===== src/rtl/ps2_pkg.sv =====
// Shared PS/2 definitions: transmit FSM state encoding, default timing
// parameters and the odd-parity helper. The ACK state only exists when
// PS2_TX_ACK_EN is defined.
package ps2_pkg;

  localparam int unsigned RTS_CYCLES_DEF = 5000;
  localparam int unsigned FILTER_LEN_DEF = 8;

  typedef enum logic [2:0] {
    ST_IDLE  = 3'd0,
    ST_RTS   = 3'd1,
    ST_START = 3'd2,
    ST_DATA  = 3'd3,
    ST_STOP  = 3'd4
`ifdef PS2_TX_ACK_EN
    , ST_ACK = 3'd5
`endif
  } tx_state_e;

  // Odd parity: returns the bit that makes the total number of ones odd.
  function automatic logic odd_parity(input logic [7:0] d);
    return ~(^d);
  endfunction

endpackage


===== src/rtl/ps2_tx_if.sv =====
// Host-side PS/2 transmitter bundle: command handshake, line samples,
// line drive values/enables and status. slave = transmitter, master = user
// logic plus line pads.
interface ps2_tx_if;
  logic       wr_ps2;
  logic [7:0] din;
  logic       ps2c_in;
  logic       ps2d_in;
  logic       ps2c_out;
  logic       ps2d_out;
  logic       tri_c;
  logic       tri_d;
  logic       tx_idle;
  logic       tx_done_tick;
  logic       ack_err;

  modport slave (
    input  wr_ps2, din, ps2c_in, ps2d_in,
    output ps2c_out, ps2d_out, tri_c, tri_d, tx_idle, tx_done_tick, ack_err
  );

  modport master (
    output wr_ps2, din, ps2c_in, ps2d_in,
    input  ps2c_out, ps2d_out, tri_c, tri_d, tx_idle, tx_done_tick, ack_err
  );
endinterface


===== src/rtl/ps2_clk_filter.sv =====
// PS/2 clock debounce filter and falling-edge detector, shared by the
// transmitter and receiver. The filtered clock only changes after
// FILTER_LEN identical consecutive samples.
module ps2_clk_filter
  import ps2_pkg::*;
#(
  parameter int unsigned FILTER_LEN = FILTER_LEN_DEF
) (
  input  logic clk,
  input  logic reset,
  input  logic ps2c_i,
  output logic fall_edge_o
);

  logic [FILTER_LEN-1:0] filter_q, filter_d;
  logic                  f_val_q, f_val_d;

  // Next filter contents and filtered level; level holds while samples disagree.
  always_comb begin
    filter_d = {ps2c_i, filter_q[FILTER_LEN-1:1]};
    if (filter_d == {FILTER_LEN{1'b1}}) begin
      f_val_d = 1'b1;
    end else if (filter_d == {FILTER_LEN{1'b0}}) begin
      f_val_d = 1'b0;
    end else begin
      f_val_d = f_val_q;
    end
  end

  // Filter shift register and filtered clock level.
  always_ff @(posedge clk) begin
    if (reset) begin
      filter_q <= {FILTER_LEN{1'b0}};
      f_val_q  <= 1'b0;
    end else begin
      filter_q <= filter_d;
      f_val_q  <= f_val_d;
    end
  end

  assign fall_edge_o = f_val_q & ~f_val_d;

endmodule


===== src/rtl/ps2_tx.sv =====
// PS/2 host-to-device transmitter. Holds the clock low for RTS_CYCLES,
// drives the start bit, then shifts out 8 data bits LSB first plus odd
// parity on device clock falling edges and releases data for the stop bit.
// Optional feature macro: PS2_TX_ACK_EN adds the device-acknowledge state
// and a live ack_err; without it ack_err is constant 0.
module ps2_tx
  import ps2_pkg::*;
#(
  parameter int unsigned RTS_CYCLES = RTS_CYCLES_DEF,
  parameter int unsigned FILTER_LEN = FILTER_LEN_DEF
) (
  input  logic     clk,
  input  logic     reset,
  ps2_tx_if.slave  bus
);

  localparam int unsigned TW = (RTS_CYCLES > 1) ? $clog2(RTS_CYCLES) : 1;

  tx_state_e     state_q;
  logic [8:0]    b_q;
  logic [3:0]    n_q;
  logic [TW-1:0] timer_q;
  logic          tri_c_q;
  logic          tri_d_q;
  logic          ps2d_out_q;
  logic          tx_idle_q;
  logic          done_q;
  logic          fall_edge_s;
`ifdef PS2_TX_ACK_EN
  logic          ack_err_q;
`endif

  ps2_clk_filter #(
    .FILTER_LEN (FILTER_LEN)
  ) u_clk_filter (
    .clk         (clk),
    .reset       (reset),
    .ps2c_i      (bus.ps2c_in),
    .fall_edge_o (fall_edge_s)
  );

  // Transmit FSM; line enables and status are registered alongside the state.
  // tx_idle stays low during the done-tick cycle, which also blocks a request
  // arriving in the cycle the frame finishes.
  always_ff @(posedge clk) begin
    if (reset) begin
      state_q    <= ST_IDLE;
      b_q        <= 9'd0;
      n_q        <= 4'd0;
      timer_q    <= {TW{1'b0}};
      tri_c_q    <= 1'b0;
      tri_d_q    <= 1'b0;
      ps2d_out_q <= 1'b0;
      tx_idle_q  <= 1'b1;
      done_q     <= 1'b0;
`ifdef PS2_TX_ACK_EN
      ack_err_q  <= 1'b0;
`endif
    end else begin
      done_q <= 1'b0;
      case (state_q)
        ST_IDLE: begin
          if (bus.wr_ps2 && tx_idle_q) begin
            b_q       <= {odd_parity(bus.din), bus.din};
            timer_q   <= TW'(RTS_CYCLES - 1);
            state_q   <= ST_RTS;
            tri_c_q   <= 1'b1;
            tx_idle_q <= 1'b0;
          end else begin
            tx_idle_q <= 1'b1;
          end
        end
        ST_RTS: begin
          if (timer_q == {TW{1'b0}}) begin
            state_q    <= ST_START;
            tri_c_q    <= 1'b0;
            tri_d_q    <= 1'b1;
            ps2d_out_q <= 1'b0;
          end else begin
            timer_q <= timer_q - TW'(1);
          end
        end
        ST_START: begin
          if (fall_edge_s) begin
            n_q        <= 4'd8;
            state_q    <= ST_DATA;
            ps2d_out_q <= b_q[0];
          end
        end
        ST_DATA: begin
          if (fall_edge_s) begin
            b_q <= {1'b0, b_q[8:1]};
            if (n_q == 4'd0) begin
              state_q    <= ST_STOP;
              tri_d_q    <= 1'b0;
              ps2d_out_q <= 1'b0;
            end else begin
              n_q        <= n_q - 4'd1;
              ps2d_out_q <= b_q[1];
            end
          end
        end
        ST_STOP: begin
          if (fall_edge_s) begin
`ifdef PS2_TX_ACK_EN
            state_q <= ST_ACK;
`else
            state_q <= ST_IDLE;
            done_q  <= 1'b1;
`endif
          end
        end
`ifdef PS2_TX_ACK_EN
        ST_ACK: begin
          if (fall_edge_s) begin
            ack_err_q <= bus.ps2d_in;
            state_q   <= ST_IDLE;
            done_q    <= 1'b1;
          end
        end
`endif
        default: begin
          state_q    <= ST_IDLE;
          tri_c_q    <= 1'b0;
          tri_d_q    <= 1'b0;
          ps2d_out_q <= 1'b0;
          tx_idle_q  <= 1'b1;
        end
      endcase
    end
  end

  assign bus.ps2c_out     = 1'b0;
  assign bus.ps2d_out     = ps2d_out_q;
  assign bus.tri_c        = tri_c_q;
  assign bus.tri_d        = tri_d_q;
  assign bus.tx_idle      = tx_idle_q;
  assign bus.tx_done_tick = done_q;
`ifdef PS2_TX_ACK_EN
  assign bus.ack_err      = ack_err_q;
`else
  assign bus.ack_err      = 1'b0;
`endif

endmodule


===== src/flat_wrapper.sv =====
// flat-port wrapper written by rule: the top's interface ports become plain ports
module ps2_tx_flat import ps2_pkg::*;
#(
  parameter int unsigned RTS_CYCLES = RTS_CYCLES_DEF,
  parameter int unsigned FILTER_LEN = FILTER_LEN_DEF
)
  (clk, reset, bus_wr_ps2, bus_din, bus_ps2c_in, bus_ps2d_in, bus_ps2c_out, bus_ps2d_out, bus_tri_c, bus_tri_d, bus_tx_idle, bus_tx_done_tick, bus_ack_err);
  ps2_tx_if bus_i ();
  input  logic clk;
  input  logic reset;
  input wire logic [$bits(bus_i.wr_ps2)-1:0] bus_wr_ps2;
  input wire logic [$bits(bus_i.din)-1:0] bus_din;
  input wire logic [$bits(bus_i.ps2c_in)-1:0] bus_ps2c_in;
  input wire logic [$bits(bus_i.ps2d_in)-1:0] bus_ps2d_in;
  output wire logic [$bits(bus_i.ps2c_out)-1:0] bus_ps2c_out;
  output wire logic [$bits(bus_i.ps2d_out)-1:0] bus_ps2d_out;
  output wire logic [$bits(bus_i.tri_c)-1:0] bus_tri_c;
  output wire logic [$bits(bus_i.tri_d)-1:0] bus_tri_d;
  output wire logic [$bits(bus_i.tx_idle)-1:0] bus_tx_idle;
  output wire logic [$bits(bus_i.tx_done_tick)-1:0] bus_tx_done_tick;
  output wire logic [$bits(bus_i.ack_err)-1:0] bus_ack_err;
  assign bus_i.wr_ps2 = bus_wr_ps2;
  assign bus_i.din = bus_din;
  assign bus_i.ps2c_in = bus_ps2c_in;
  assign bus_i.ps2d_in = bus_ps2d_in;
  assign bus_ps2c_out = bus_i.ps2c_out;
  assign bus_ps2d_out = bus_i.ps2d_out;
  assign bus_tri_c = bus_i.tri_c;
  assign bus_tri_d = bus_i.tri_d;
  assign bus_tx_idle = bus_i.tx_idle;
  assign bus_tx_done_tick = bus_i.tx_done_tick;
  assign bus_ack_err = bus_i.ack_err;
  ps2_tx #(.RTS_CYCLES(RTS_CYCLES), .FILTER_LEN(FILTER_LEN)) u_core (.clk(clk), .reset(reset), .bus(bus_i));
endmodule

===== config.mk =====
export PLATFORM = sky130hd
export DESIGN_NAME = ps2_tx_flat
export DESIGN_NICKNAME = d
export VERILOG_FILES = /design/src/rtl/ps2_pkg.sv /design/src/rtl/ps2_tx_if.sv /design/src/rtl/ps2_clk_filter.sv /design/src/rtl/ps2_tx.sv /design/src/flat_wrapper.sv
export SDC_FILE = /design/constraint.sdc
export NUM_CORES = 1
export LEC_CHECK = 0
export ABC_AREA = 1
export BUFFER_PORTS_ARGS = -buffer_cell sky130_fd_sc_hd__buf_2
export CORE_ASPECT_RATIO = 2
export CORE_MARGIN = 10
export CORE_UTILIZATION = 25
export DETAILED_ROUTE_END_ITERATION = 10
export GPL_TIMING_DRIVEN = 0
export HOLD_SLACK_MARGIN = 0.12
export PLACE_DENSITY_LB_ADDON = 0.3
export SLEW_MARGIN = 20
export SYNTH_ARGS = -nofsm -noshare
export SYNTH_HDL_FRONTEND = slang
export SYNTH_HIERARCHICAL = 1
export SYNTH_SLANG_ARGS = --single-unit
export TNS_END_PERCENT = 50

===== constraint.sdc =====
create_clock -name clk -period 2 [get_ports clk]
set_input_delay 0.1 -clock clk [delete_from_list [all_inputs] [get_ports clk]]
set_output_delay 0.1 -clock clk [all_outputs]
set_load 0.05 [all_outputs]

==> results.txt, run 1 <==
outcome -> finished, final reports clean
TritonRoute pass-1 iters -> 4
via count -> 2204
Sw Ratio -> 44.9%
CP Data Arrival Time -> 1.98 ns
Synth Area per Inst -> 6.89 um^2
GRT Total Usage -> 8.87%
Worst-Margin Slew -> 0.606 ns
dominant cells by area after synthesis -> dfxtp_1 35%, nand2_1 14%, nor2_1 7.9%, inv_1 6.4%, nand3_1 3.9%
number of global-route vias before repair -> 2200
Placer Congestion -> 0.843
Comb pwr share -> 51.0%
Final min period -> 1.80 ns
Synth area leader -> dfxtp_1
Initial Utilization -> 25.8%
antenna violations before repair -> 0
CTS tree -> done
area delta synth->final -> 16.0%
endpoints failing setup -> 0
FF/Latch Area -> 841 um^2
Reg clk slew, reported paths -> 0.06 ns
RR Startpoint -> u_core/u_clk_filter/filter_q[2]$_SDFF_PP0_
TNS Setup -> 0 ns
die height -> 159 um
Critical Path RT -> 2.18 ns
pwr/cell area -> 1580 mW/mm^2
Overflow after GRT -> 0
ys async rst share -> 0%
worst-case clock buffer depth -> 2
Ant. Diodes -> 0
fmax -> 555 MHz
Synth top area share -> 34.7%
cells on worst reg2reg path -> 11
DPL Wire Length -> 4630 um
share of cells above drive strength 1 -> 17.1%
PortBufs -> 15
hold path startpoint -> reset
drc violations -> 0
worst-path fanout max -> 10
average wire per standard cell -> 12.5 um
Die Wd -> 89.6 um
Worst R2R End -> u_core/b_q[2]$_SDFFE_PP0P_
Clk pwr share -> 21.4%
core box area -> 0.00938 mm^2
drt first-iter violations -> 78
Tcrit/Tclk final -> 90.1%
unrepaired setup endpoints after global routing -> no
clock sinks -> 42
first-pass GRT wire length -> 10000 um
hold path depth -> 2
HP Class -> in2reg
Nets -> 392
htree depth -> 2
clk root buf -> clkbuf_16
Via density -> 4.60
ANT nets after route -> 0
final wirelength -> 6000 um
Setup Skew -> 0.00554 ns
Pins Over Slew Limit -> 0
count of unique library cells instantiated by Yosys -> 37
Psw -> 2000 uW
R2R Setup Slk -> 0.31 ns
Pint -> 2450 uW
Slew Limit Headroom -> 59.6%
Mapped Cells -> 351
fillers -> 1055
IO Pins -> 20
CP Class -> in2reg
Seq/Total Area, Yosys -> 34.7%
Setup WS pre-CTS -> 0.314 ns
Multi-input gate area -> 0.00133 mm^2
Final WS setup -> 0.199 ns
Cell Area, Synth -> 0.00242 mm^2
Hold Vio Cnt, Final -> 0
number of flops mapped to enable cells by yosys -> 0
Max IR drop VDD -> 0.533 mV
Cell Rows -> 50
Yosys Warn Count -> 6
crit end category -> register
Worst-Skew Late Latency -> 0.29 ns
Pleak -> 0.00124 uW
Max Cap Viol -> 0
Seq pwr share -> 27.6%
DIE AREA -> 0.0143 mm^2
largest net degree at the start of global routing -> 13
prevailing post-synth register cell -> dfxtp_1
#FFs+latches synth -> 42
Hold Path Sink -> u_core/u_clk_filter/filter_q[5]$_SDFF_PP0_
cts bufs inserted -> 5
critical path startpoint category -> input port
Setup Fix Bufs, Post-CTS -> 0
worst max path at each step:
| stage | endpoint | startpoint | slack [ns] | depth (start not counted) |
|---|---|---|---|---|
| 6_report | u_core/b_q[2]$_SDFFE_PP0P_ | bus_ps2c_in | 0.20 | 13 |
| 5_1_grt | u_core/b_q[2]$_SDFFE_PP0P_ | bus_ps2c_in | 0.06 | 13 |
| 4_1_cts | u_core/b_q[2]$_SDFFE_PP0P_ | bus_ps2c_in | 0.19 | 13 |
| 3_5_place_dp | u_core/b_q[2]$_SDFFE_PP0P_ | u_core/u_clk_filter/filter_q[2]$_SDFF_PP0_ | 0.31 | 11 |
| 3_3_place_gp | u_core/b_q[2]$_SDFFE_PP0P_ | u_core/u_clk_filter/filter_q[2]$_SDFF_PP0_ | 0.32 | 11 |
| 2_1_floorplan | u_core/b_q[2]$_SDFFE_PP0P_ | u_core/bus.tx_idle$_SDFFE_PP1N_ | 0.28 | 6 |
kinds of logic (layout without fill, tap and decap cells):
kind of cell	count (synthesis)	after routing	share of synthesized area (%)
compound gates	57	57	14.9
other cells	1	2	0.155
fa+ha+maj	4	4	2.07
xor+xnor	11	11	3.98
flops	42	42	34.7
buf+inv	56	79	10.5
simple gates	180	180	33.6
power groups by stage:
stage | Combinational (uW) | Clock [uW] | Sequential, uW
after floorplan | 1760 | 0 | 1280
after detailed placement | 2280 | 0 | 1250
after global placement | 2260 | 0 | 1250
after CTS | 2300 | 982 | 1230
after global routing | 2570 | 1000 | 1260
final | 2270 | 952 | 1230
cell usage after synthesis (all sizes together), types with 2 or more instances:
master	count
nand3b	2
xor2	7
nand2	96
inv	44
nor2	52
ha	4
a22oi	2
o21ai	25
buf	6
a21oi	28
dfxtp	42
clkbuf	4
xnor2	4
nand4	3
clkinv	2
nand3	23
nor3	4
layout by cell type, fill, tap and decap left out, types with 7 or more instances in the layout:
| cell type | Yosys | routed |
|---|---|---|
| xor2_1 | 7 | 7 |
| a21oi_1 | 18 | 18 |
| nand3_1 | 19 | 19 |
| nand2_1 | 88 | 88 |
| o21ai_0 | 18 | 18 |
| dfxtp_1 | 42 | 42 |
| buf_2 | 1 | 16 |
| nor2_1 | 51 | 51 |
| inv_1 | 41 | 41 |
| a21oi_2 | 9 | 9 |
routing by layer:
layer  global-route usage, %  up-vias  wire, um
met5                       0        -         0
met4                    4.51        0       198
met3                    2.05       16       198
met2                    16.2       37      3350
met1                    8.69      997      2260
li1                        -     1154         -
critical path: stages:
cell,delay [ns]
dlygate4sd3_1,0.53
buf_2,0.13
nor2_1,0.10
nand2_1,0.06
o21ai_2,0.14
nand3_1,0.09
inv_1,0.13
inv_1,0.11
nand2_2,0.12
o21ai_2,0.12
buf_6,0.18
o21ai_1,0.11
a21oi_1,0.05
state kept, by name (all words and copies together), names as in the netlist:
register,flops
u_core/timer_q,13
u_core/b_q,9
u_core/u_clk_filter/filter_q,7
u_core/n_q,4
u_core/state_q,3
u_core/bus.ps2d_out,1
u_core/bus.tri_c,1
u_core/bus.tri_d,1
u_core/bus.tx_done_tick,1
u_core/bus.tx_idle,1
u_core/u_clk_filter/f_val_q,1
timing repair:
action	CTS	global route
hold endpoints to repair	1	0
endpoints found under the setup margin	0	0
resized for setup	0	0
hold buffers	1	0
area by class of cell:
class | instances | area share [%]
Clock buffer | 6 | 4.95
Multi-Input combinational cell | 254 | 47.3
Buffer | 10 | 2.63
Tap cell | 104 | 4.63
Inverter | 46 | 6.46
Sequential cell | 42 | 29.9
Timing Repair Buffer | 16 | 3.03
Clock inverter | 1 | 1.07
per-stage QoR:
step / instances / total power, uW / area, um^2 / util [%] / hold WS [ns]
floorplan: 352 / 3040 / 2420 / - / 0.235
global placement: 471 / 3510 / 2630 / 28.0 / 0.350
detailed placement: 471 / 3530 / 2630 / 28.0 / 0.347
CTS: 479 / 4510 / 2810 / 29.9 / 0.155
global route: 479 / 4830 / 2810 / 29.9 / 0.192
finish: 479 / 4450 / 2810 / 29.9 / 0.159
(Power assumes the default switching activity.)
==> inputs of run 2 (changes only) <==
==> constraint.sdc (replaced) <==
create_clock -name clk -period 2 [get_ports clk]
set_input_delay 0.2 -clock clk [delete_from_list [all_inputs] [get_ports clk]]
set_output_delay 0.2 -clock clk [all_outputs]
set_load 0.05 [all_outputs]
==> run 2 against run 1 <==
Sequential cell count unchanged. Combinational power about the same. Global-route usage unchanged. Final area fell by 0.36%. Fmax grew 6.9%. Setup slack better by 0.12 ns. Critical path depth decreased by 2. Power is essentially flat. Worst hold slack got worse by 0.0019 ns. Clock power about the same. Cell count shrank 0.21%. Clock skew about the same. Largest cell class unchanged. Largest power group unchanged. Highest routed layer unchanged.
==> results.txt, run 2 (synthesis gave the netlist of run 1 again) <==
clock sinks -> 42 (unchanged)
Hold Vio Cnt, Final -> 0 (unchanged)
unrepaired setup endpoints after global routing -> no
CP Data Arrival Time -> 1.86 ns (-0.12 ns)
Placer Congestion -> 0.843 (unchanged)
outcome -> finished, final reports clean
first-pass GRT wire length -> 10000 um (unchanged)
Largest register FFs -> 13 (unchanged)
ANT nets after route -> 0 (unchanged)
Sw Ratio -> 44.9% (about the same)
pwr/cell area -> 1590 mW/mm^2 (+0.29%)
CTS Hold Bufs -> 0 (-1)
fmax -> 593 MHz (+6.9%)
die height -> 159 um (unchanged)
HP Class -> in2reg
worst-case clock buffer depth -> 2 (unchanged)
Pleak -> 0.00124 uW (-0.34%)
final wirelength -> 5990 um (-0.17%)
CTS tree -> done
cts bufs inserted -> 5 (unchanged)
CP Class -> reg2reg
Nets -> 391 (-0.26%)
Slew Limit Headroom -> 59.3% (-0.28 points)
TritonRoute pass-1 iters -> 4 (unchanged)
worst-path fanout max -> 10 (unchanged)
crit end category -> register
via count -> 2198 (-0.27%)
largest net degree at the start of global routing -> 13 (unchanged)
Pint -> 2450 uW (about the same)
GRT Total Usage -> 8.87% (unchanged)
Pins Over Slew Limit -> 0 (unchanged)
Post-Place Cell Area -> 0.00263 mm^2 (unchanged)
post_cts resized -> 0 (unchanged)
Critical Path RT -> 2.18 ns (about the same)
Die Wd -> 89.6 um (unchanged)
Overflow after GRT -> 0 (unchanged)
DPL Wire Length -> 4630 um (unchanged)
Initial Utilization -> 25.8% (unchanged)
DIE AREA -> 0.0143 mm^2 (unchanged)
Worst-Skew Late Latency -> 0.29 ns (about the same)
htree depth -> 2 (unchanged)
Max Cap Viol -> 0 (unchanged)
Via density -> 4.60 (about the same)
area delta synth->final -> 15.6%
Top reg by flops -> u_core/timer_q
Worst-Margin Slew -> 0.610 ns (+0.00418 ns)
IO Pins -> 20 (unchanged)
Final min period -> 1.69 ns (-0.116 ns)
Max IR drop VDD -> 0.534 mV (about the same)
Psw -> 2000 uW (about the same)
drt first-iter violations -> 77 (-1.3%)
Ant. Diodes -> 0 (unchanged)
number of global-route vias before repair -> 2200 (unchanged)
core box area -> 0.00938 mm^2 (unchanged)
Largest regs -> u_core/timer_q: 13 flops, u_core/b_q: 9 flops, u_core/u_clk_filter/filter_q: 7 flops
most frequent cells in the layout -> 88 x nand2_1, 51 x nor2_1, 42 x dfxtp_1
antenna violations before repair -> 0 (unchanged)
drc violations -> 0 (unchanged)
Setup Skew -> 0.00548 ns (-0.0000620 ns)
clk root buf -> clkbuf_16
Clk pwr share -> 21.4% (about the same)
Tcrit/Tclk final -> 84.3% (-5.8 points)
average wire per standard cell -> 12.5 um (about the same)
Comb pwr share -> 50.9% (about the same)
share of cells above drive strength 1 -> 17.1% (+0.046 points)
endpoints failing setup -> 0 (unchanged)
PortBufs -> 15 (unchanged)
Reg clk slew, reported paths -> 0.06 ns (about the same)
critical path startpoint category -> register
Seq pwr share -> 27.6% (about the same)
Cell Rows -> 50 (unchanged)
commonest non-fill, non-tap cell in the layout -> nand2_1
cell area after layout -> 0.00280 mm^2 (-0.36%)
TNS Setup -> 0 ns (unchanged)
Setup Fix Bufs, Post-CTS -> 0 (unchanged)
[run 2: cell type report]
cell class / instances / area, um^2
fillers: 1056 / 6590
repair buffers: 15 / 75.1
well taps: 104 / 130
plain buffers: 10 / 73.8
inverters: 46 / 181
clock inverters: 1 / 30.0
clock buffers: 6 / 139
multi-input cells: 254 / 1330
flip-flops and latches: 42 / 841
[run 2: stage by stage]
step	std cells	setup WS (ns)	utilization (%)	hold WS [ns]	total power [uW]
floorplan	352	0.283	-	0.335	3040
global placement	471	0.322	28.0	0.428	3510
detailed placement	471	0.314	28.0	0.435	3530
CTS	478	0.297	29.8	0.150	4510
global route	478	0.128	29.8	0.210	4830
finish	478	0.315	29.8	0.157	4440
[run 2: metal layers]
metal  global-route usage, %  share of wire [%]  vias up  wire, um
li1                        -                  -     1152         -
met1                    8.69                 38      993      2250
met2                    16.2                 56       37      3340
met3                    2.05                3.4       16       203
met4                    4.51                3.3        0       197
met5                       0                  0        -         0
[run 2: power groups by stage]
stage               Combinational (uW)  Sequential [uW]  Clock, uW
CTS                               2290             1230        982
detailed placement                2280             1250          0
floorplan                         1760             1280          0
global placement                  2260             1250          0
global route                      2570             1260       1000
finish                            2260             1230        952
[run 2: worst max-delay path, cell delays in order (launching register included)]
cell	delay [ns]
dfxtp_1	0.32
nor2_1	0.10
nand2_1	0.08
o21ai_2	0.16
nand3_1	0.09
inv_1	0.13
inv_1	0.11
nand2_2	0.12
o21ai_2	0.12
buf_6	0.18
o21ai_1	0.11
a21oi_1	0.05
[run 2: worst paths after layout]
path	slack [ns]	cells after the start	startpoint	end
setup reg to reg	0.31	11	u_core/u_clk_filter/filter_q[2]$_SDFF_PP0_	u_core/b_q[2]$_SDFFE_PP0P_
hold reg to reg	0.44	2	u_core/u_clk_filter/filter_q[2]$_SDFF_PP0_	u_core/u_clk_filter/filter_q[1]$_SDFF_PP0_
setup / recovery	0.31	11	u_core/u_clk_filter/filter_q[2]$_SDFF_PP0_	u_core/b_q[2]$_SDFFE_PP0P_
hold / removal	0.16	3	bus_ps2c_in	u_core/u_clk_filter/filter_q[7]$_SDFF_PP0_
